### src/rtl/btle_adv_scheduler.sv
// BLE advertising-event scheduler: walks channels 37/38/39 per channel_map once per adv_interval (option macro: BTLE_ADV_SCHEDULER_RX_WINDOW_EN adds an rx listen window after each tx).
// Latency: tx_start lands in the 3rd cycle counted from the cycle enable is first high in IDLE; load strobes precede tx_start by one cycle.
// Backpressure: waits indefinitely for tx_iq_valid_last from the PHY; dropping enable lets the in-flight packet finish, then returns to IDLE.
module btle_adv_scheduler #(
    parameter int CHANNEL_NUMBER_BIT_WIDTH = 6,
    parameter int CRC_STATE_BIT_WIDTH      = 24,
    parameter int LEN_UNIQUE_BIT_SEQUENCE  = 32,
    parameter int INTERVAL_BIT_WIDTH       = 24,
    parameter int RX_WINDOW_BIT_WIDTH      = 16
) (
    input  logic                                clk,
    input  logic                                rst,
    input  logic                                enable,
    input  logic [2:0]                          channel_map,
    input  logic [INTERVAL_BIT_WIDTH-1:0]       adv_interval,
    input  logic [RX_WINDOW_BIT_WIDTH-1:0]      rx_window,
    input  logic                                tx_iq_valid_last,
    input  logic                                rx_decode_end,
    input  logic                                rx_crc_ok,
    output logic [CHANNEL_NUMBER_BIT_WIDTH-1:0] tx_channel_number,
    output logic                                tx_channel_number_load,
    output logic [CRC_STATE_BIT_WIDTH-1:0]      tx_crc_state_init_bit,
    output logic                                tx_crc_state_init_bit_load,
    output logic [31:0]                         tx_access_address,
    output logic                                tx_start,
    output logic [CHANNEL_NUMBER_BIT_WIDTH-1:0] rx_channel_number,
    output logic [LEN_UNIQUE_BIT_SEQUENCE-1:0]  rx_unique_bit_sequence,
    output logic [CRC_STATE_BIT_WIDTH-1:0]      rx_crc_state_init_bit,
    output logic                                rx_listen,
    output logic                                rx_event,
    output logic                                rx_event_crc_ok,
    output logic                                busy,
    output logic                                event_done
);

    // Advertising physical-channel access address and CRC preset are fixed by the BLE standard.
    localparam logic [31:0] ADV_ACCESS_ADDR = 32'h8E89BED6;
    localparam logic [23:0] ADV_CRC_INIT    = 24'h555555;

    typedef enum logic [2:0] {
        IDLE,
        LOAD,
        START,
        WAIT_TX,
`ifdef BTLE_ADV_SCHEDULER_RX_WINDOW_EN
        LISTEN,
`endif
        NEXT,
        WAIT_INT
    } state_t;

    state_t                         state;
    logic [2:0]                     map_q;      // channel map frozen at event start
    logic [1:0]                     cur_ch;     // 0/1/2 -> channel 37/38/39
    logic [INTERVAL_BIT_WIDTH-1:0]  int_cnt;
    logic [INTERVAL_BIT_WIDTH-1:0]  int_thresh;
    logic [1:0]                     first_ch;
    logic [1:0]                     next_ch;
    logic                           next_vld;

    function automatic logic [CHANNEL_NUMBER_BIT_WIDTH-1:0] ch_num(input logic [1:0] idx);
        return CHANNEL_NUMBER_BIT_WIDTH'(6'd37 + {4'd0, idx});
    endfunction

    assign tx_crc_state_init_bit  = CRC_STATE_BIT_WIDTH'(ADV_CRC_INIT);
    assign rx_crc_state_init_bit  = CRC_STATE_BIT_WIDTH'(ADV_CRC_INIT);
    assign tx_access_address      = ADV_ACCESS_ADDR;
    assign rx_unique_bit_sequence = LEN_UNIQUE_BIT_SEQUENCE'(ADV_ACCESS_ADDR);

    assign busy = (state != IDLE) && (state != WAIT_INT);

    // An interval of 0 behaves as 1, so the compare threshold bottoms out at 0.
    assign int_thresh = (adv_interval == '0) ? '0 : adv_interval - INTERVAL_BIT_WIDTH'(1);

    // Lowest enabled channel of the live map (used only at event start) and the next one up in the frozen map.
    always_comb begin
        first_ch = 2'd2;
        if (channel_map[0])      first_ch = 2'd0;
        else if (channel_map[1]) first_ch = 2'd1;
        next_vld = 1'b0;
        next_ch  = 2'd0;
        case (cur_ch)
            2'd0: begin
                if (map_q[1]) begin
                    next_vld = 1'b1;
                    next_ch  = 2'd1;
                end else if (map_q[2]) begin
                    next_vld = 1'b1;
                    next_ch  = 2'd2;
                end
            end
            2'd1: begin
                if (map_q[2]) begin
                    next_vld = 1'b1;
                    next_ch  = 2'd2;
                end
            end
            default: ;
        endcase
    end

`ifdef BTLE_ADV_SCHEDULER_RX_WINDOW_EN
    logic [RX_WINDOW_BIT_WIDTH-1:0] win_cnt;
`else
    // Listen path compiled out: rx outputs are idle and rx inputs are don't-care.
    logic unused_rx;
    assign unused_rx         = ^{rx_window, rx_decode_end, rx_crc_ok};
    assign rx_listen         = 1'b0;
    assign rx_event          = 1'b0;
    assign rx_event_crc_ok   = 1'b0;
    assign rx_channel_number = ch_num(2'd0);
`endif

    // Event sequencer: state, interval counter and all registered strobes.
    always_ff @(posedge clk) begin
        if (rst) begin
            state                      <= IDLE;
            map_q                      <= 3'b000;
            cur_ch                     <= 2'd0;
            int_cnt                    <= '0;
            tx_channel_number          <= ch_num(2'd0);
            tx_channel_number_load     <= 1'b0;
            tx_crc_state_init_bit_load <= 1'b0;
            tx_start                   <= 1'b0;
            event_done                 <= 1'b0;
`ifdef BTLE_ADV_SCHEDULER_RX_WINDOW_EN
            win_cnt                    <= '0;
            rx_listen                  <= 1'b0;
            rx_event                   <= 1'b0;
            rx_event_crc_ok            <= 1'b0;
            rx_channel_number          <= ch_num(2'd0);
`endif
        end else begin
            tx_channel_number_load     <= 1'b0;
            tx_crc_state_init_bit_load <= 1'b0;
            tx_start                   <= 1'b0;
            event_done                 <= 1'b0;
`ifdef BTLE_ADV_SCHEDULER_RX_WINDOW_EN
            rx_event                   <= 1'b0;
`endif
            if (int_cnt != '1) int_cnt <= int_cnt + INTERVAL_BIT_WIDTH'(1);

            case (state)
                IDLE: begin
                    if (enable && channel_map != 3'b000) begin
                        state                      <= LOAD;
                        map_q                      <= channel_map;
                        cur_ch                     <= first_ch;
                        int_cnt                    <= '0;
                        tx_channel_number          <= ch_num(first_ch);
                        tx_channel_number_load     <= 1'b1;
                        tx_crc_state_init_bit_load <= 1'b1;
                    end
                end
                LOAD: begin
                    state    <= START;
                    tx_start <= 1'b1;
                end
                START: state <= WAIT_TX;
                WAIT_TX: begin
                    if (tx_iq_valid_last) begin
`ifdef BTLE_ADV_SCHEDULER_RX_WINDOW_EN
                        if (rx_window != '0) begin
                            state             <= LISTEN;
                            win_cnt           <= '0;
                            rx_listen         <= 1'b1;
                            rx_channel_number <= tx_channel_number;
                        end else begin
                            state <= NEXT;
                        end
`else
                        state <= NEXT;
`endif
                    end
                end
`ifdef BTLE_ADV_SCHEDULER_RX_WINDOW_EN
                LISTEN: begin
                    if (rx_decode_end) begin
                        state           <= NEXT;
                        rx_listen       <= 1'b0;
                        rx_event        <= 1'b1;
                        rx_event_crc_ok <= rx_crc_ok;
                    end else if (rx_window == '0 ||
                                 win_cnt >= rx_window - RX_WINDOW_BIT_WIDTH'(1)) begin
                        state     <= NEXT;
                        rx_listen <= 1'b0;
                    end else begin
                        win_cnt <= win_cnt + RX_WINDOW_BIT_WIDTH'(1);
                    end
                end
`endif
                NEXT: begin
                    // A disable seen here ends the event quietly; the packet already went out.
                    if (!enable) begin
                        state <= IDLE;
                    end else if (next_vld) begin
                        state                      <= LOAD;
                        cur_ch                     <= next_ch;
                        tx_channel_number          <= ch_num(next_ch);
                        tx_channel_number_load     <= 1'b1;
                        tx_crc_state_init_bit_load <= 1'b1;
                    end else begin
                        state      <= WAIT_INT;
                        event_done <= 1'b1;
                    end
                end
                WAIT_INT: begin
                    if (!enable || channel_map == 3'b000) begin
                        state <= IDLE;
                    end else if (int_cnt >= int_thresh) begin
                        state                      <= LOAD;
                        map_q                      <= channel_map;
                        cur_ch                     <= first_ch;
                        int_cnt                    <= '0;
                        tx_channel_number          <= ch_num(first_ch);
                        tx_channel_number_load     <= 1'b1;
                        tx_crc_state_init_bit_load <= 1'b1;
                    end
                end
                default: state <= IDLE;
            endcase
        end
    end

endmodule

### config.mk
export PLATFORM = sky130hd
export DESIGN_NAME = btle_adv_scheduler
export DESIGN_NICKNAME = d
export VERILOG_FILES = /design/src/rtl/btle_adv_scheduler.sv
export SDC_FILE = /design/constraint.sdc
export NUM_CORES = 1
export LEC_CHECK = 0
export CAP_MARGIN = 15
export CORE_MARGIN = 2
export CORE_UTILIZATION = 38
export DETAILED_ROUTE_END_ITERATION = 16
export PLACE_DENSITY_LB_ADDON = 0.25
export SYNTH_ARGS = -nofsm -noshare
export SYNTH_HDL_FRONTEND = slang
export SYNTH_SLANG_ARGS = --single-unit
### constraint.sdc
create_clock -name clk -period 4.1 [get_ports clk]
set_clock_uncertainty 0.05 [all_clocks]
set_input_delay 0.615 -clock clk [delete_from_list [all_inputs] [get_ports clk]]
set_output_delay 0.615 -clock clk [all_outputs]
set_load 0.03 [all_outputs]
Word level (Yosys, flattened, before mapping):

Cells that the tools add are included.

* flip-flop bits (word level): 41
* input port bits: 49
* output and inout bits: 132
* word-level logic and storage cells: 91

* $add $sub $neg: 4
* $lt $le $gt $ge: 1
* equal/unequal tests: 15
* multiplexer cells: 45
* bitwise operators: 2
* reductions and logical operators: 16

Operators with widths (number)
* $mux 24: 5
* $pmux 24 s2: 1
* $mux 6: 5
* $mux 3: 9
* $add 24x1->24 const B: 1
* $ge 24x24->1: 1
* $logic_not 24->1: 1
* $ne 24x24->1 const B: 1
* $sub 24x1->24 const B: 1
* $mux 2: 9
* $pmux 3 s6: 1
* $pmux 6 s3: 1
* $add 6x2->6 const A: 2
* $ne 2x2->1 const B: 6
* $mux 1: 9
* $reduce_bool 3->1: 3
* $eq 3x2->1 const B: 2
* $eq 3x3->1 const B: 2
* $logic_not 3->1: 2
* $ne 3x3->1 const B: 2
* $pmux 2 s3: 1
* $pmux 3 s2: 1
* $reduce_and 6->1: 1
* $pmux 2 s2: 1
* 13 further kinds: 15

Longest topological paths before layout:

Gate-level depths: netlist (run 1).

* depth in word-level cells: 7
* gate-level depth with buffers: 16
* gate-level depth less buffers: 14

Worst setup path after synthesis (run 1):

OpenSTA, ideal clock, no wires.

* kind: in2reg
* start: input port adv_interval[7]
* end: register int_cnt[0]
* library setup time: 0.117 ns
* data arrival time: 4.112 ns
* required time: 3.933 ns
* setup slack: -0.179 ns
* stages on the path: 15
* buffers on the path: 2
* path through: or4_4 or4_4 nor4_4 and3b_1 buf_6 nor2_2 a22oi_1 ha_1 nand4_1 nor4_1 nand2_1 a31oi_1 a2111o_1 buf_2 nor2_1

* longest elaborated chain between the ends: 6
* elaborated cells between the ends (all ways): 7
* those cells by class: 1 x add/sub; 1 x order compare; 4 x mux; 1 x reduce/logical

RTL lines
* start: declaration: line 15 `input logic [INTERVAL_BIT_WIDTH-1:0] adv_interval,`
* $sub 24x1->24 / $logic_not 24->1 (equally long branches): line 73 `assign int_thresh = (adv_interval == '0) ? '0 : adv_interval - INTERVAL_BIT_WIDTH'(1);`
* $mux 24 (*): line 73
* $ge 24x24->1 (*): line 210 `end else if (int_cnt >= int_thresh) begin`
* $mux 24 (*): line 210
* $mux 24 (*): line 208 `if (!enable || channel_map == 3'b000) begin`
* $pmux 24 s2 (*): line 143 `case (state)`
* end signal: assignment: line 141 `if (int_cnt != '1) int_cnt <= int_cnt + INTERVAL_BIT_WIDTH'(1);`
* end: declaration: line 55 `logic [INTERVAL_BIT_WIDTH-1:0] int_cnt;`

Every way passes the cells marked *; elsewhere a longest branch is shown, timed or not.
A chain may end at the register's enable or synchronous reset.

Final worst setup path (run 1):

* start: input port adv_interval[6]
* end: register int_cnt[21]

The elaborated chain is that of the path after synthesis.

==> results.md, run 1 <==
- Outcome: finished, violations left
- Failing checks: setup timing
- Share of cells above drive strength 1: 18.9%
- CTS tree: yes
- Post-route ant nets: 0
- Rel. slew slack: 32.8%
- First-pass GRT wire length: 13.4 mm
- Synthesis-to-layout area growth: 21.3%
- Hold Path End: tx_channel_number[3]$_SDFFE_PP0P_
- Reg-to-Reg Start: int_cnt[12]$_SDFF_PP0_
- HP Start: tx_channel_number[3]$_SDFFE_PP0P_
- Slew Viols, Final: 0
- CTS Buf Count: 5
- Worst EP required: 4290 ps
- Largest net degree at the start of global routing: 14
- CP Launch Type: input pin
- RSZ-0062 raised after global routing: true
- CTS Sinks: 38
- HPWL after detailed placement: 6.52 mm
- Mapped Area: 3820 um^2
- Vias: 3236
- All-layer global routing usage: 14.6%
- Worst-path cell chain: buf_6, or4_4, buf_6, or4_4, nor4_4, and3b_2, nor2_1, mux2i_1, ha_1, nand4_1, nor2_1, a221oi_2, buf_4, a31oi_4, a2111o_1, buf_6, buf_12, nor2_2
- Final setup fails: 24
- Die Y: 104 um
- Max_cap viols: 0
- Post-synthesis register bit count: 38
- P_leak: 0.00211 uW
- Drt pass-1 iters: 4
- Total Wirelength: 8.37 mm
- Share of the synthesized area in the top cell type: 24.4%
- Most Frequent Cell on Critical Path: buf_6
- Commonest non-fill, non-tap cell in the layout: conb_1
- Seq/Total Area, Yosys: 19.9%
- Setup crit end kind: register
- Synthesized instance count: 496
- Slowest-stage cell, CP: or4_4
- Root Driver: clkbuf_8
- Async SR Flop Fraction: 0%
- GP Congestion: 0.882
- VDD IR max: 0.185 mV
- Die W: 104 um
- Critical Path Fanout Max: 12
- Gr ovfl total: 0
- Row cnt: 36
- Min Tclk post-route: 4220 ps
- Pre-CTS setup slack: -844 ps
- Crit path max-delay family: simple AND/OR/NAND/NOR gates
- Syn Area/Cell: 7.69 um^2
- Worst-skew pair later-pin latency: 290 ps
- Vias in the first global route: 2893
- Power density over the cells: 278 nW/um^2
- Cell variety after synth: 56
- H-tree Lvls: 2
- Full die area: 10900 um^2
- FF-to-FF End: int_cnt[13]$_SDFF_PP0_
- CP arrival: 4400 ps
- CTS hold repair buffers: 0
- DR vias/cell: 4.50
- Initial Utilization: 39.0%
- Initial DRC Count: 105
- Synth top area cells: buf_4, dfxtp_1, ha_1
- Post-synth EDFFs: 0
- Post-synth top area cell: buf_4
- IO Port Bufs: 39
- Max Root-Sink Buffers: 2
- # diodes: 0
- Design Power: 1290 uW
- Final worst-path cycle share: 103%
- Hold/Removal Path Class: register to register
- Final net count: 662
- Worst setup margin: -115 ps
- Most frequent cells in the layout: conb_1, buf_4, nand2_1, nor2_1, dfxtp_1
- R2R setup slack: 1610 ps
- Worst reg2reg path depth: 6
- Ys Warns: 0
- Ports: 181
- Clock Pin Slew Worst Setup and Hold Paths: 80 ps
- Core Area: 9770 um^2
- # DRC: 0
- Fmax: 237 MHz
- Max incr delay on CP: 540 ps
- Kind of critical path: input pin to register
- Synth Flop Type: dfxtp_1
- Number of hold violations in the final report: 0
- Routed len/inst: 11.6 um
- Bufs and invs on worst path: 5
- Worst-margin pin slew: 1000 ps
- Initial antenna violation count: 0
- Hold path cells: 2
synth_stat cells (2+ instances only):
master and number:
nor2_1 54, buf_2 3, nor3b_1 2, o41ai_1 4, nand3b_1 2, nand2b_1 5, a21o_1 2, nor4_2 2
and3_1 5, a311oi_1 3, nand3_1 11, xnor2_1 13, nor3_1 16, buf_4 124, or3_1 3, o31ai_1 2
a21boi_0 2, xor2_1 19, mux2i_1 7, clkbuf_1 7, o21ai_0 9, a211oi_1 3, or4_4 2, nand4_1 9
inv_1 13, a31oi_1 2, o211ai_1 3, nor4_1 5, a41oi_1 2, and4_1 3, or4_1 2, conb_1 2
a2111oi_0 2, nand2_1 49, a21oi_1 19, ha_1 28, dfxtp_1 38
worst max path at each step:
| stage | cells past startpoint | end | start | slack [ps] |
|---|---|---|---|---|
| after floorplan | 15 | int_cnt[3]$_SDFF_PP0_ | adv_interval[7] | -40 |
| after global placement | 15 | tx_crc_state_init_bit_load$_SDFF_PP0_ | adv_interval[7] | -780 |
| after detailed placement | 15 | tx_crc_state_init_bit_load$_SDFF_PP0_ | adv_interval[7] | -840 |
| after CTS | 17 | tx_channel_number[0]$_SDFFE_PP1P_ | adv_interval[6] | -190 |
| after global routing | 18 | cur_ch[1]$_SDFFE_PP0P_ | adv_interval[6] | -270 |
| final | 18 | int_cnt[21]$_SDFF_PP0_ | adv_interval[6] | -120 |
state kept, by name, summed over array words and instances (netlist names):
register                    count
tx_channel_number               4
cur_ch                          2
state                           3
event_done                      1
int_cnt                        24
tx_start                        1
map_q                           2
tx_crc_state_init_bit_load      1
cells by family after synthesis:
family | count (synthesis) | share of synthesized area, %
other cells | 2 | 0.197
xor+xnor | 32 | 7.34
fa+ha+maj | 28 | 9.18
flops | 38 | 19.9
mux | 7 | 1.84
simple gates | 178 | 23.1
compound gates | 61 | 11.0
buf+inv | 150 | 27.3
worst min-delay path: stages, from the launching register on:
cell and delay [ps]:
dfxtp_1 310, inv_1 50, o41ai_1 60
layout make-up:
| class | count | area (um^2) |
|---|---|---|
| inverters | 14 | 52.6 |
| clock inverters | 3 | 68.8 |
| repair buffers | 97 | 851 |
| fillers | 999 | 5140 |
| clock buffers | 5 | 68.8 |
| multi-input cells | 429 | 2660 |
| flip-flops and latches | 38 | 761 |
| well taps | 133 | 166 |
layer usage:
layer	share of wire, %	vias to the layer above	global-route usage, %
met1	45	1501	19.4
met2	50	94	25.0
li1	-	1634	-
met4	0.75	0	2.70
met5	0	-	0
met3	4.4	7	2.57
metrics by stage:
stage	utilization [%]	cell area, um^2	hold slack (ps)	cells	setup TNS [ps]
floorplan	-	4310	401	617	-763
detailed placement	43.5	4250	409	703	-23120
finish	47.4	4630	414	719	-1940
global placement	43.5	4250	406	703	-21040
CTS	46.2	4520	422	717	-4260
global route	47.4	4630	437	719	-6620
report_power, final:
part | leakage (uW) | switching (uW) | total, uW | internal (uW)
registers | 0.000308 | 29.6 | 420 | 390
logic | 0.00174 | 318 | 481 | 164
clock network | 0.0000683 | 142 | 385 | 244
what timing repair did:
item,4_1_cts,5_1_grt
pin swaps,20,12
setup buffers,6,2
endpoints found under the hold margin,0,0
gates resized for setup,39,25
endpoints found under the setup margin,34,33
(Power assumes the default switching activity.)
==> inputs of run 2 (changes only) <==
- GPL_TIMING_DRIVEN: default -> 0
==> run 2 against run 1 <==
  * The flow still finishes with violations (setup timing)
  * Utilization is 7.2 points higher
  * Critical path depth down 3
  * Global-route usage increased by 1.4 points
  * Critical endpoint is now tx_channel_number[0]$_SDFFE_PP1P_
  * Largest power group unchanged
==> results.md, run 2 (synthesis gave the netlist of run 1 again) <==
- All-layer global routing usage: 16.0% (+1.4 points)
- Final net count: 762 (+15%)
- Reg-to-Reg Start: int_cnt[11]$_SDFF_PP0_
- DR vias/cell: 4.34 (-3.6%)
- FF-to-FF End: int_cnt[19]$_SDFF_PP0_
- Finished Core Util: 54.5% (+7.2 points)
- Final setup fails: 30 (+25%)
- R2R setup slack: 1340 ps (-270 ps)
- Max_cap viols: 0 (unchanged)
- Die W: 104 um (unchanged)
- Clock Pin Slew Worst Setup and Hold Paths: 80 ps (about the same)
- Top flop regs: int_cnt: 24 flops, tx_channel_number: 4 flops, state: 3 flops
- CTS Sinks: 38 (unchanged)
- Power density over the cells: 229 nW/um^2 (-18%)
- HP Start: tx_channel_number[3]$_SDFFE_PP0P_
- Number of hold violations in the final report: 0 (unchanged)
- Drt pass-1 iters: 5 (+1)
- Largest net degree at the start of global routing: 13 (-1)
- Worst-skew pair later-pin latency: 290 ps (about the same)
- HPWL after detailed placement: 6.91 mm (+6.0%)
- Slowest-stage cell, CP: clkdlybuf4s50_1
- GP Congestion: 0.859 (-2.6%)
- Worst setup margin: -192 ps (-76.8 ps)
- RSZ-0062 raised after global routing: true
- Share of cells above drive strength 1: 30.3% (+11 points)
- Most frequent cells in the layout: buf_4, conb_1, nand2_1, nor2_1, dfxtp_1
- Vias: 3554 (+9.8%)
- Initial antenna violation count: 0 (unchanged)
- Min Tclk post-route: 4290 ps (+76.8 ps)
- Initial Utilization: 39.0% (unchanged)
- Routed len/inst: 11.2 um (-3.6%)
- Synthesis-to-layout area growth: 39.7%
- Most Frequent Cell on Critical Path: buf_4
- Core Area: 9770 um^2 (unchanged)
- Biggest register: int_cnt
- Outcome: finished, violations left
- Fmax: 233 MHz (-1.8%)
- First-pass GRT wire length: 14.6 mm (+8.8%)
- Worst reg2reg path depth: 8 (+2)
- VDD IR max: 0.213 mV (+15%)
- Vias in the first global route: 3113 (+7.6%)
- Max reg flops: 24 (unchanged)
- Worst-margin pin slew: 1080 ps (+75.1 ps)
- Hold Path End: tx_channel_number[3]$_SDFFE_PP0P_
- Critical Path Fanout Max: 6 (-6)
- CTS Buf Count: 5 (unchanged)
- Total Wirelength: 9.19 mm (+9.8%)
- Die Y: 104 um (unchanged)
- # diodes: 0 (unchanged)
- Worst-path cell chain: clkdlybuf4s50_1, or3_4, or2_1, clkbuf_4, or4_4, a22oi_2, ha_1, nand4_1, buf_4, nor4_4, nand2_2, o41ai_4, buf_4, o211ai_1, a21boi_2
- Design Power: 1220 uW (-5.1%)
- Pre-CTS setup slack: -1200 ps (-352 ps)
- IO Port Bufs: 39 (unchanged)
- Post-route ant nets: 0 (unchanged)
- Commonest non-fill, non-tap cell in the layout: buf_4
- Slew Viols, Final: 0 (unchanged)
- Hold WS: 407 ps (-6.73 ps)
- Initial DRC Count: 106 (+0.95%)
- Max Root-Sink Buffers: 2 (unchanged)
- CTS tree: yes
- Final worst-path cycle share: 105% (+1.9 points)
- Failing checks: setup timing
- CTS hold repair buffers: 0 (unchanged)
- Hold path cells: 2 (unchanged)
- Kind of critical path: input pin to register
- P_leak: 0.00257 uW (+21%)
- Max incr delay on CP: 490 ps (-50 ps)
- Gr ovfl total: 0 (unchanged)
- Rel. slew slack: 27.7% (-5.0 points)
- # DRC: 0 (unchanged)
- H-tree Lvls: 2 (unchanged)
- Worst EP required: 4230 ps (-60 ps)
- Ports: 181 (unchanged)
- Full die area: 10900 um^2 (unchanged)
- Row cnt: 36 (unchanged)
- Setup crit end kind: register
- Hold/Removal Path Class: register to register
- Root Driver: clkbuf_8
- CP Launch Type: input pin
- CP arrival: 4420 ps (+20 ps)
[run 2: cell count changes in the layout (fill, tap and decap cells not counted), sizes merged, moves of 2 or more]
cell           change
clkbuf             +7
buf               +94
bufinv             -2
clkdlybuf4s50      -2
[run 2: routing by layer]
metal  vias up  share of wire [%]  GRT usage (%)
li1       1842                  -              -
met1      1607                 42           18.9
met2        95                 52           29.7
met3        10                5.3           3.07
met4         0                1.2           3.76
met5         -                  0              0
[run 2: worst max path at each step]
stage | from | end
2_1_floorplan | adv_interval[7] | int_cnt[3]$_SDFF_PP0_
5_1_grt | adv_interval[8] | int_cnt[23]$_SDFF_PP0_
3_5_place_dp | adv_interval[7] | tx_crc_state_init_bit_load$_SDFF_PP0_
4_1_cts | adv_interval[8] | tx_channel_number[0]$_SDFFE_PP1P_
6_report | adv_interval[13] | tx_channel_number[0]$_SDFFE_PP1P_
3_3_place_gp | adv_interval[7] | tx_crc_state_init_bit_load$_SDFF_PP0_
[run 2: area by class of cell]
type / instances / area (um^2)
plain buffers: 135 / 1010
multi-input cells: 429 / 2680
repair buffers: 62 / 576
fillers: 931 / 4440
well taps: 133 / 166
flip-flops and latches: 38 / 761
inverters: 14 / 52.6
clock buffers: 6 / 72.6
clock inverters: 2 / 13.8
[run 2: through the flow]
stage	setup TNS (ps)	cell area (um^2)	cells
final	-3930	5330	819
after global routing	-9010	5330	819
after CTS	-2170	5220	814
after detailed placement	-32830	4870	789
after global placement	-32500	4870	789
after floorplan	-763	4310	617
[run 2: power breakdown]
| group | switching (uW) | total [uW] | internal, uW | leakage, uW |
|---|---|---|---|---|
| combinational | 345 | 564 | 219 | 0.00221 |
| clock | 135 | 255 | 120 | 0.0000452 |
| sequential | 12.0 | 402 | 390 | 0.000308 |
| total | 492 | 1220 | 729 | 0.00257 |
[run 2: what timing repair did]
item,in CTS,in global routing
gates cloned,1,1
pin swaps,27,11
setup endpoints to repair,34,33
gates resized for setup,54,24
buffers inserted,17,4
[run 2: critical path, delay by kind of cell]
kind	cells	cell delay, ps
buf+inv	4	1070
simple gates	6	1780
compound gates	4	780
fa+ha+maj	1	180
